File: src/rtl/keyboard_channel_debouncer.sv
// NCH-channel keyboard debouncer: per-channel press/release qualification on a shared
// sample strobe, latched input registers, rupt pulses, pending/overflow status, wired-OR read bus.
module keyboard_channel_debouncer #(
  parameter int NCH      = 2,
  parameter int KEYW     = 5,
  parameter int DEBOUNCE = 3
) (
  input  logic                CLOCK,
  input  logic                rst,
  input  logic                GOJAM,
  input  logic                SAMPLE,
  input  logic [NCH*KEYW-1:0] KEYIN,
  input  logic [NCH-1:0]      RCH_,
  output logic [KEYW-1:0]     CHOUT,
  output logic [NCH-1:0]      KYRPT,
  output logic [NCH-1:0]      KEYPEND,
  output logic [NCH-1:0]      KEYOVF
);

  localparam int CW = $clog2(DEBOUNCE + 1);
  localparam logic [CW-1:0] DB_LAST = CW'(DEBOUNCE - 1);

  typedef enum logic [1:0] {
    IDLE  = 2'd0,
    PRESS = 2'd1,
    HELD  = 2'd2
  } state_e;

  state_e          st_q    [NCH];
  state_e          st_d    [NCH];
  logic [CW-1:0]   cnt_q   [NCH];
  logic [CW-1:0]   cnt_d   [NCH];
  logic [KEYW-1:0] smp_q   [NCH];
  logic [KEYW-1:0] smp_d   [NCH];
  logic [KEYW-1:0] chreg_q [NCH];
  logic [KEYW-1:0] chreg_d [NCH];
  logic [KEYW-1:0] key     [NCH];
  logic [NCH-1:0]  rpt_q, rpt_d;
  logic [NCH-1:0]  pend_q, pend_d;
  logic [NCH-1:0]  ovf_q, ovf_d;
  logic [NCH-1:0]  acc;

  always_comb begin
    for (int unsigned i = 0; i < NCH; i++) begin
      key[i] = KEYIN[i*KEYW +: KEYW];
    end
  end

  // While in PRESS the candidate code always equals the previous sample, so the
  // sample register doubles as the code register.
  always_comb begin
    acc    = '0;
    pend_d = pend_q;
    ovf_d  = ovf_q;
    for (int unsigned i = 0; i < NCH; i++) begin
      st_d[i]    = st_q[i];
      cnt_d[i]   = cnt_q[i];
      smp_d[i]   = smp_q[i];
      chreg_d[i] = chreg_q[i];
      if (SAMPLE) begin
        smp_d[i] = key[i];
        case (st_q[i])
          IDLE: begin
            if (key[i] != '0) begin
              if (DEBOUNCE == 1) begin
                acc[i] = 1'b1;
              end else begin
                st_d[i]  = PRESS;
                cnt_d[i] = CW'(1);
              end
            end
          end
          PRESS: begin
            if (key[i] == '0) begin
              st_d[i]  = IDLE;
              cnt_d[i] = '0;
            end else if (key[i] == smp_q[i]) begin
              if (cnt_q[i] == DB_LAST) acc[i] = 1'b1;
              else                     cnt_d[i] = cnt_q[i] + CW'(1);
            end else begin
              cnt_d[i] = CW'(1);
            end
          end
          HELD: begin
            if (key[i] != '0) begin
              cnt_d[i] = '0;
            end else if (cnt_q[i] == DB_LAST) begin
              st_d[i]  = IDLE;
              cnt_d[i] = '0;
            end else begin
              cnt_d[i] = cnt_q[i] + CW'(1);
            end
          end
          default: begin
            st_d[i]  = IDLE;
            cnt_d[i] = '0;
          end
        endcase
        if (acc[i]) begin
          chreg_d[i] = key[i];
          st_d[i]    = HELD;
          cnt_d[i]   = '0;
        end
      end

      if (acc[i] && !RCH_[i]) begin
        pend_d[i] = 1'b1;
      end else if (acc[i]) begin
        ovf_d[i]  = ovf_q[i] | pend_q[i];
        pend_d[i] = 1'b1;
      end else if (!RCH_[i]) begin
        pend_d[i] = 1'b0;
        ovf_d[i]  = 1'b0;
      end
    end
    rpt_d = acc;
  end

  always_ff @(posedge CLOCK or posedge rst) begin
    if (rst) begin
      for (int unsigned i = 0; i < NCH; i++) begin
        st_q[i]    <= IDLE;
        cnt_q[i]   <= '0;
        smp_q[i]   <= '0;
        chreg_q[i] <= '0;
      end
      rpt_q  <= '0;
      pend_q <= '0;
      ovf_q  <= '0;
    end else if (GOJAM) begin
      for (int unsigned i = 0; i < NCH; i++) begin
        st_q[i]    <= IDLE;
        cnt_q[i]   <= '0;
        smp_q[i]   <= '0;
        chreg_q[i] <= '0;
      end
      rpt_q  <= '0;
      pend_q <= '0;
      ovf_q  <= '0;
    end else begin
      for (int unsigned i = 0; i < NCH; i++) begin
        st_q[i]    <= st_d[i];
        cnt_q[i]   <= cnt_d[i];
        smp_q[i]   <= smp_d[i];
        chreg_q[i] <= chreg_d[i];
      end
      rpt_q  <= rpt_d;
      pend_q <= pend_d;
      ovf_q  <= ovf_d;
    end
  end

  always_comb begin
    CHOUT = '0;
    for (int unsigned i = 0; i < NCH; i++) begin
      if (!RCH_[i]) CHOUT = CHOUT | chreg_q[i];
    end
  end

  assign KYRPT   = rpt_q;
  assign KEYPEND = pend_q;
  assign KEYOVF  = ovf_q;

endmodule

File: config.mk
export PLATFORM = sky130hd
export DESIGN_NAME = keyboard_channel_debouncer
export DESIGN_NICKNAME = d
export VERILOG_FILES = /design/src/rtl/keyboard_channel_debouncer.sv
export SDC_FILE = /design/constraint.sdc
export NUM_CORES = 1
export LEC_CHECK = 0
export CAP_MARGIN = 20
export CORE_ASPECT_RATIO = 1.1
export CORE_UTILIZATION = 40
export CTS_CLUSTER_SIZE = 30
export DETAILED_ROUTE_END_ITERATION = 16
export PLACE_DENSITY = 0.6
export SLEW_MARGIN = 20
export SYNTH_ARGS = -nofsm -noshare
export SYNTH_HDL_FRONTEND = slang
export SYNTH_SLANG_ARGS = --single-unit
File: constraint.sdc
create_clock -name CLOCK -period 2 [get_ports CLOCK]
set_input_delay 0.2 -clock CLOCK [delete_from_list [all_inputs] [get_ports CLOCK]]
set_output_delay 0.2 -clock CLOCK [all_outputs]
set_load 0.005 [all_outputs]
==> reports/qor.csv, run 1 <==
metric,value,unit
hold_ws,311,ps
Total GRT Usage,19.0,%
Reg2Reg Setup Slack,220,ps
WL final,4160,µm
Total Nets Final,261,
GRT overflow,0,
RSZ-0062 raised after global routing,no,
"Seq/Total Area, Yosys",45.0,%
largest net degree at the start of global routing,35,
LEAKAGE,1.05,nW
setup TNS,0,ps
Worst EP required,2180,ps
Worst R2R End,chreg_q[8],
RR Startpoint,cnt_q[2],
Ys Warns,0,
DRC violations left,0,
Slew headroom,64.5,%
via count,1559,
dominant synthesized flop cell,dfrtp_1,
maximum vdd drop,0.000327,V
Crit Path Class,primary input to flip-flop,
clock tree from TritonCTS,yes,
Layout Skew,6.05,ps
die footprint,5000,µm²
Core Area,4410,µm²
area of the multi-input gates,952,µm²
average size of a mapped cell,10.0,µm²
share of the clock period used by the worst path,89.6,%
Max Cap Viol,0,
Final Max Tran Viols,0,
hold_buf cts,0,
layout cell share with drive strength beyond 1,17.5,%
R2R depth,6,
# setup viols final,0,
clk slew on worst S/H paths,70,ps
Die Span Y,74.1,µm
DR vias/cell,5.30,
Antenna Nets Post-Route,0,
CP Capture Type,flip-flop,
Sink Count,34,
final hold viol count,0,
FMAX,558,MHz
data arrival time of the worst path,1970,ps
type of the tightest min-delay check,primary input to async pin,
Rows,25,
number of flops mapped to enable cells by yosys,0,
cell area after synthesis,1890,µm²
Iter 0 DRT Violations,111,
Sequential cell area,851,µm²
net count after synthesis,210,
port bufs,26,
Die W,67.5,µm
post-CTS setup buffers,0,
Synth cell types,32,
CTS Buf Count,5,
Clock Tree Buf Depth,2,
"FFs w/ async S/R, synth",100,%
# IOs,27,
Detail Placement HPWL,3040,µm
Starting Density,42.8,%
status,"complete, no violations",
Seq cells post-synth,34,
post-CTS resize count,0,
Design Power,1.53,mW
Post-Synthesis Cells,188,
first-pass GRT wire length,7080,µm
Tmin final,1790,ps
Syn-to-layout area delta,32.0,%
Fill cells,383,
H-Tree Depth,2,
worst skew pair latency,280,ps
initial antenna violation count,0,
CP max FO,3,
vias in the first global route,1503,
WL/cell,14.1,µm
Root Buffer,clkbuf_8,
gpl congestion,0.846,
Slew @ Worst Pin,528,ps
Power Dens Cells,615,nW/µm²
first-pass iteration count of the detailed router,4,
diodes inserted,0,
CP Launch Type,primary input,
flip-flops by register name, summed over array words and instances (netlist names):
register	cells
KYRPT	2
KEYPEND	2
smp_q	10
st_q	4
chreg_q	10
KEYOVF	2
cnt_q	4
cells in the mapped netlist (2+ instances only):
library cell | instances | share of area [%]
nand2_1 | 13 | 2.6
clkbuf_1 | 6 | 1.2
xnor2_1 | 10 | 4.6
ha_1 | 6 | 4.0
nor4_4 | 2 | 2.3
dfrtp_1 | 34 | 45
nand4_1 | 2 | 0.66
or4_4 | 2 | 1.2
nand2b_1 | 2 | 0.66
a221o_1 | 2 | 1.1
nor3_2 | 2 | 1.1
inv_1 | 17 | 3.4
a21oi_1 | 13 | 3.4
nor3_1 | 3 | 0.79
o22ai_1 | 5 | 1.7
nand3_1 | 3 | 0.79
nor2_1 | 28 | 5.6
a211o_1 | 2 | 0.93
o2bb2ai_1 | 2 | 0.93
mux2i_1 | 20 | 11
o21ai_0 | 3 | 0.79
worst max-delay path by stage:
stage | startpoint | cells after the start | end | slack, ps
floorplan | cnt_q[2] | 6 | chreg_q[5] | 340
global placement | KEYIN[6] | 6 | cnt_q[0] | -50
detailed placement | KEYIN[2] | 7 | chreg_q[8] | -90
CTS | cnt_q[2] | 6 | chreg_q[8] | 200
global route | KEYIN[2] | 6 | cnt_q[2] | 50
finish | KEYIN[6] | 6 | cnt_q[0] | 210
through the flow:
| stage | worst slack (ps) | util [%] | std cells | area [µm²] |
|---|---|---|---|---|
| floorplan | 336 | - | 188 | 1890 |
| global placement | -53.5 | 54.1 | 286 | 2390 |
| detailed placement | -92.9 | 54.1 | 286 | 2390 |
| CTS | 198 | 56.5 | 294 | 2490 |
| global route | 53.5 | 56.5 | 294 | 2490 |
| finish | 209 | 56.5 | 294 | 2490 |
critical path, stage by stage:
cell,delay (ps)
clkdlybuf4s50_1,420
or4_4,570
or2_1,260
nor3_2,140
a211o_1,160
a2bb2o_4,210
cells in the final DEF, fill, tap and decap left out, types with 2 or more instances in the layout:
| master | count |
|---|---|
| nand4_1 | 2 |
| mux2i_1 | 20 |
| o2bb2ai_1 | 2 |
| xnor2_1 | 10 |
| clkbuf_1 | 2 |
| o21ai_0 | 3 |
| clkdlybuf4s50_1 | 26 |
| nor3_2 | 2 |
| inv_1 | 17 |
| buf_4 | 23 |
| a211o_1 | 2 |
| nand2_1 | 13 |
| dfrtp_1 | 34 |
| o22ai_1 | 5 |
| nand2b_1 | 2 |
| nor2_1 | 28 |
| or4_4 | 2 |
| a21oi_1 | 13 |
| nor3_1 | 3 |
| ha_1 | 6 |
| nand3_1 | 3 |
| clkbuf_8 | 5 |
| nor4_4 | 2 |
| a221o_1 | 2 |
layout make-up:
class / count / area share [%]
flip-flops and latches: 34 / 34.1
well taps: 54 / 2.71
repair buffers: 50 / 18.2
clock buffers: 7 / 3.06
inverters: 17 / 2.56
clock inverters: 1 / 1.20
multi-input cells: 131 / 38.2
layer usage:
metal	track usage (%)	wire length, µm	part of all wire (%)
met1	26.0	1880	45
met2	28.9	2010	48
met3	5.37	221	5.3
met4	5.91	45	1.1
met5	0	0	0
kinds of logic after synthesis:
logic type                 synth area share (%)
buffers and inverters                      4.57
muxes                                      10.6
DFF                                        45.0
adders and majority gates                  3.97
xor gates and xnor gates                   4.64
AOI/OAI and AO/OA                          14.6
and+or+nand+nor                            16.6
power by group:
| group | internal, mW | leakage (nW) | switching, mW |
|---|---|---|---|
| registers | 0.705 | 0.463 | 0.0168 |
| logic | 0.0956 | 0.537 | 0.0965 |
| clock network | 0.373 | 0.0524 | 0.248 |
| total | 1.17 | 1.05 | 0.361 |
Note: power is estimated with default switching activity, not from simulation.
==> run 2, diff against run 1 <==
--- a/config.mk
+++ b/config.mk
@@ -10,6 +10,7 @@
 export CORE_UTILIZATION = 40
 export CTS_CLUSTER_SIZE = 30
 export DETAILED_ROUTE_END_ITERATION = 16
+export GPL_TIMING_DRIVEN = 0
 export PLACE_DENSITY = 0.6
 export SLEW_MARGIN = 20
 export SYNTH_ARGS = -nofsm -noshare
==> run 2 against run 1 <==
- sequential power hardly changed
- sequential share of layout area is 2.7 points higher
- critical path depth stayed put
- non-clock buffer count is 17 lower
- design area is 7.3% lower
- maximum frequency is 6.0% lower
- flip-flop and latch count stayed put
- hold slack worse by 3.2 ps
==> reports/qor.csv, run 2 (synthesis gave the netlist of run 1 again) <==
metric,value,unit
status,"complete, no violations",
first-pass GRT wire length,7140,µm
diodes inserted,0,
Worst R2R End,chreg_q[3],
Crit Path Class,primary input to flip-flop,
Total GRT Usage,19.4,%
Max Cap Viol,0,
GRT overflow,0,
largest net degree at the start of global routing,35,
FMAX,525,MHz
Detail Placement HPWL,2980,µm
port bufs,24,
Slew headroom,51.2,%
"most common cell after layout, fill and taps aside",dfrtp_1,
Syn-to-layout area delta,22.3,%
Final Max Tran Viols,0,
Antenna Nets Post-Route,0,
Total Nets Final,244,
gpl congestion,0.842,
worst skew pair latency,290,ps
DR vias/cell,5.33,
Power Dens Cells,615,nW/µm²
Layout Skew,7.81,ps
Core Area,4410,µm²
Setup crit end,cnt_q[0],
initial antenna violation count,0,
Tmin final,1910,ps
Final Util,52.4,%
H-Tree Depth,2,
maximum vdd drop,0.000346,V
R2R depth,7,
Fill cells,412,
vias in the first global route,1542,
Sink Count,34,
type of the tightest min-delay check,primary input to flip-flop,
most frequent cells in the layout,"34 x dfrtp_1, 28 x nor2_1, 24 x clkdlybuf4s50_1",
DRC violations left,0,
clk slew on worst S/H paths,80,ps
share of the clock period used by the worst path,95.3,%
Rows,25,
WL final,4160,µm
Clock Tree Buf Depth,2,
Starting Density,42.8,%
Die W,67.5,µm
via count,1477,
CP max FO,4,
RR Startpoint,cnt_q[0],
CTS Buf Count,5,
LEAKAGE,0.938,nW
hold_ws,308,ps
data arrival time of the worst path,2140,ps
Root Buffer,clkbuf_8,
layout cell share with drive strength beyond 1,10.3,%
CP Launch Type,primary input,
Die Span Y,74.1,µm
first-pass iteration count of the detailed router,4,
hold_buf cts,0,
clock tree from TritonCTS,yes,
Reg2Reg Setup Slack,190,ps
Iter 0 DRT Violations,94,
die footprint,5000,µm²
# IOs,27,
CP startpoint,KEYIN[6],
Largest regs,"chreg_q (10), smp_q (10)",
# setup viols final,0,
WL/cell,15.0,µm
Worst EP required,2240,ps
RSZ-0062 raised after global routing,no,
Slew @ Worst Pin,732,ps
final hold viol count,0,
CP Capture Type,flip-flop,
[run 2: cell count changes in the layout (fill, tap and decap cells not counted)]
cell | before | now
clkbuf_8 | 5 | 6
clkbuf_1 | 2 | 7
buf_4 | 23 | 3
inv_1 | 17 | 16
clkinv_2 | 0 | 1
clkdlybuf4s50_1 | 26 | 24
inv_2 | 0 | 1
buf_12 | 1 | 0
bufinv_16 | 1 | 0
[run 2: critical path: stages]
cell and delay (ps):
clkdlybuf4s50_1 490, or4_4 600, o21ai_4 210, nor3_2 100, a211o_1 330, a2bb2o_4 220
[run 2: layout make-up]
| type | instances | area, µm² | area share (%) |
|---|---|---|---|
| Inverter | 17 | 63.8 | 2.76 |
| Timing Repair Buffer | 27 | 263 | 11.4 |
| Multi-Input combinational cell | 131 | 952 | 41.2 |
| Clock buffer | 7 | 86.3 | 3.74 |
| Tap cell | 54 | 67.6 | 2.92 |
| Sequential cell | 34 | 851 | 36.8 |
| Clock inverter | 1 | 5.00 | 0.217 |
| Buffer | 6 | 22.5 | 0.975 |
[run 2: metrics by stage]
step | power [mW] | worst slack [ps] | std cells | setup TNS, ps | area, µm²
6_report | 1.42 | 94.9 | 277 | 0 | 2310
5_1_grt | 1.49 | 26.3 | 277 | 0 | 2310
4_1_cts | 1.45 | 22.8 | 274 | 0 | 2290
3_5_place_dp | 0.904 | -272 | 266 | -2870 | 2200
3_3_place_gp | 0.899 | -283 | 266 | -2750 | 2200
2_1_floorplan | 0.835 | 336 | 188 | 0 | 1890
[run 2: how the worst min path moves through the flow]
stage	from	endpoint	slack, ps	cells after the start
floorplan	rst	KEYOVF[0]	340	1
global placement	cnt_q[3]	cnt_q[3]	510	1
detailed placement	chreg_q[2]	chreg_q[2]	520	2
CTS	RCH_[1]	KEYOVF[1]	290	3
global route	RCH_[1]	KEYOVF[1]	350	3
finish	RCH_[1]	KEYOVF[1]	310	3
[run 2: power breakdown]
| group | leakage (nW) | total [mW] | internal, mW | switching (mW) |
|---|---|---|---|---|
| Combinational | 0.427 | 0.168 | 0.0729 | 0.0956 |
| Sequential | 0.463 | 0.722 | 0.705 | 0.0171 |
| Clock | 0.0482 | 0.532 | 0.278 | 0.254 |
[run 2: repair_timing]
| action | in CTS | in global routing |
|---|---|---|
| gates resized for setup | 0 | 0 |
| setup buffers | 0 | 3 |
| setup endpoints to repair | 0 | 12 |
[run 2: per-layer routing]
metal  wire length (µm)  GRT usage [%]  vias to the layer above
met1               1930           24.8                      727
met2               2040           30.4                       30
li1                   -              -                      715
met4                 31           8.04                        0
met3                162           5.52                        5
met5                  0              0                        -
==> run 3, diff against run 2 <==
--- a/config.mk
+++ b/config.mk
@@ -5,13 +5,14 @@
 export SDC_FILE = /design/constraint.sdc
 export NUM_CORES = 1
 export LEC_CHECK = 0
+export ABC_CLOCK_PERIOD_IN_PS = 2000
 export CAP_MARGIN = 20
 export CORE_ASPECT_RATIO = 1.1
 export CORE_UTILIZATION = 40
 export CTS_CLUSTER_SIZE = 30
 export DETAILED_ROUTE_END_ITERATION = 16
 export GPL_TIMING_DRIVEN = 0
-export PLACE_DENSITY = 0.6
+export PLACE_DENSITY = 0.66
 export SLEW_MARGIN = 20
 export SYNTH_ARGS = -nofsm -noshare
 export SYNTH_HDL_FRONTEND = slang
==> run 3 against run 2 <==
- core utilization is 0.26 points higher
- sequential share of layout area is 0.18 points lower
- non-clock buffer count is 1 lower
- clock-buffer cell count is 1 higher
- critical path type unchanged
- setup slack better by 17 ps
- clock skew is 2.4 ps lower
- die area stayed put
- sequential power hardly changed
- register-to-register slack better by 30 ps
- combinational power hardly changed
- routed wire length is 6.4% lower
- power is 5.0% higher
==> reports/qor.csv, run 3 (synthesis gave the netlist of run 1 again) <==
metric,value,unit
FMAX,530,MHz
Slew headroom,52.2,%
hold_ws,276,ps
clk slew on worst S/H paths,70,ps
status,"complete, no violations",
hold path start,RCH_[1],
data arrival time of the worst path,2130,ps
Core Area,4410,µm²
die footprint,5000,µm²
setup TNS,0,ps
largest net degree at the start of global routing,35,
LEAKAGE,0.942,nW
post-CTS setup buffers,0,
WL final,3900,µm
most frequent cells in the layout,"34 x dfrtp_1, 28 x nor2_1, 24 x clkdlybuf4s50_1",
via count,1444,
initial antenna violation count,0,
layout cell share with drive strength beyond 1,10.4,%
Crit Path Class,primary input to flip-flop,
WL/cell,14.1,µm
Total Nets Final,243,
"most common cell after layout, fill and taps aside",dfrtp_1,
first-pass GRT wire length,6670,µm
CP Launch Type,primary input,
Power Dens Cells,643,nW/µm²
# IOs,27,
RSZ-0062 raised after global routing,no,
Rows,25,
CP startpoint,KEYIN[6],
final hold viol count,0,
# setup viols final,0,
Max Cap Viol,0,
vias in the first global route,1407,
Root Buffer,clkbuf_8,
crit-path cells,"clkdlybuf4s50_1, or4_4, o21ai_4, nor3_2, a211o_1, a2bb2o_4",
"slowest stage delay, CP",590,ps
hold_buf cts,0,
worst skew pair latency,290,ps
clock tree from TritonCTS,yes,
Total GRT Usage,18.4,%
DRC violations left,0,
Iter 0 DRT Violations,76,
Slew @ Worst Pin,717,ps
share of the clock period used by the worst path,94.4,%
Antenna Nets Post-Route,0,
Largest regs,"chreg_q (10), smp_q (10)",
CP Capture Type,flip-flop,
Final Max Tran Viols,0,
Die Span Y,74.1,µm
H-Tree Depth,2,
Sink Count,34,
Final Cell Area,2320,µm²
Placed Area,2200,µm²
maximum vdd drop,0.000421,V
DR vias/cell,5.23,
Fill cells,403,
Syn-to-layout area delta,22.9,%
GRT overflow,0,
port bufs,24,
diodes inserted,0,
first-pass iteration count of the detailed router,4,
CP top delay family,compound AO/OA/AOI/OAI gates,
Die W,67.5,µm
Worst EP required,2240,ps
RR Startpoint,cnt_q[0],
slowest cell on the critical path,or4_4,
gpl congestion,0.840,
CP bufs+invs,1,
post-CTS resize count,0,
CP max FO,4,
Starting Density,42.8,%
Layout Skew,5.38,ps
type of the tightest min-delay check,primary input to flip-flop,
Detail Placement HPWL,2760,µm
CTS Buf Count,5,
Clock Tree Buf Depth,2,
Tmin final,1890,ps
-- run 3: cell types whose count changed in the layout (fill, tap and decap cells not counted), sizes merged --
cell	change
buf	-1
clkbuf	+1
clkinv	-1
-- run 3: final cells by class --
type / count / area (µm²) / share of cell area, %
Buffer: 6 / 22.5 / 0.970
Inverter: 17 / 63.8 / 2.75
Multi-Input combinational cell: 131 / 952 / 41.0
Clock buffer: 8 / 110 / 4.74
Sequential cell: 34 / 851 / 36.6
Tap cell: 54 / 67.6 / 2.91
Timing Repair Buffer: 26 / 255 / 11.0
-- run 3: path summary, 6_finish.rpt --
kind / cells past startpoint / endpoint / slack [ps]
max: 6 / cnt_q[0] / 110
min: 3 / KEYOVF[1] / 280
max reg2reg: 7 / chreg_q[3] / 220
min reg2reg: 1 / cnt_q[1] / 520
max in group asynchronous: 2 / smp_q[6] / 1200
min in group asynchronous: 2 / KYRPT[0] / 340
-- run 3: per-stage QoR --
step,util [%],instances,setup slack [ps],power (mW)
after floorplan,-,188,336,0.835
after global placement,49.8,266,-291,0.900
after detailed placement,49.8,266,-282,0.903
after CTS,52.3,274,18.8,1.51
after global routing,52.7,276,8.57,1.55
final,52.7,276,112,1.49
-- run 3: per-layer routing --
| layer | track usage (%) | vias to the layer above | wire length, µm |
|---|---|---|---|
| met5 | 0 | - | 0 |
| met4 | 7.80 | 0 | 71 |
| met3 | 5.83 | 5 | 165 |
| met2 | 27.8 | 27 | 1760 |
| met1 | 24.0 | 696 | 1900 |
| li1 | - | 716 | - |
-- run 3: worst register-to-register path, cell delays in order, from the launching register on --
cell and delay (ps):
dfrtp_1 430, inv_1 100, ha_1 280, nand2_1 130, nor4_4 260, buf_4 210, mux2i_1 200, nor2_1 50
-- run 3: report_power, final --
group / internal [mW] / leakage, nW / total (mW) / switching, mW
clock network: 0.348 / 0.0575 / 0.606 / 0.258
logic: 0.0723 / 0.421 / 0.165 / 0.0929
registers: 0.705 / 0.463 / 0.721 / 0.0166
total: 1.12 / 0.942 / 1.49 / 0.368
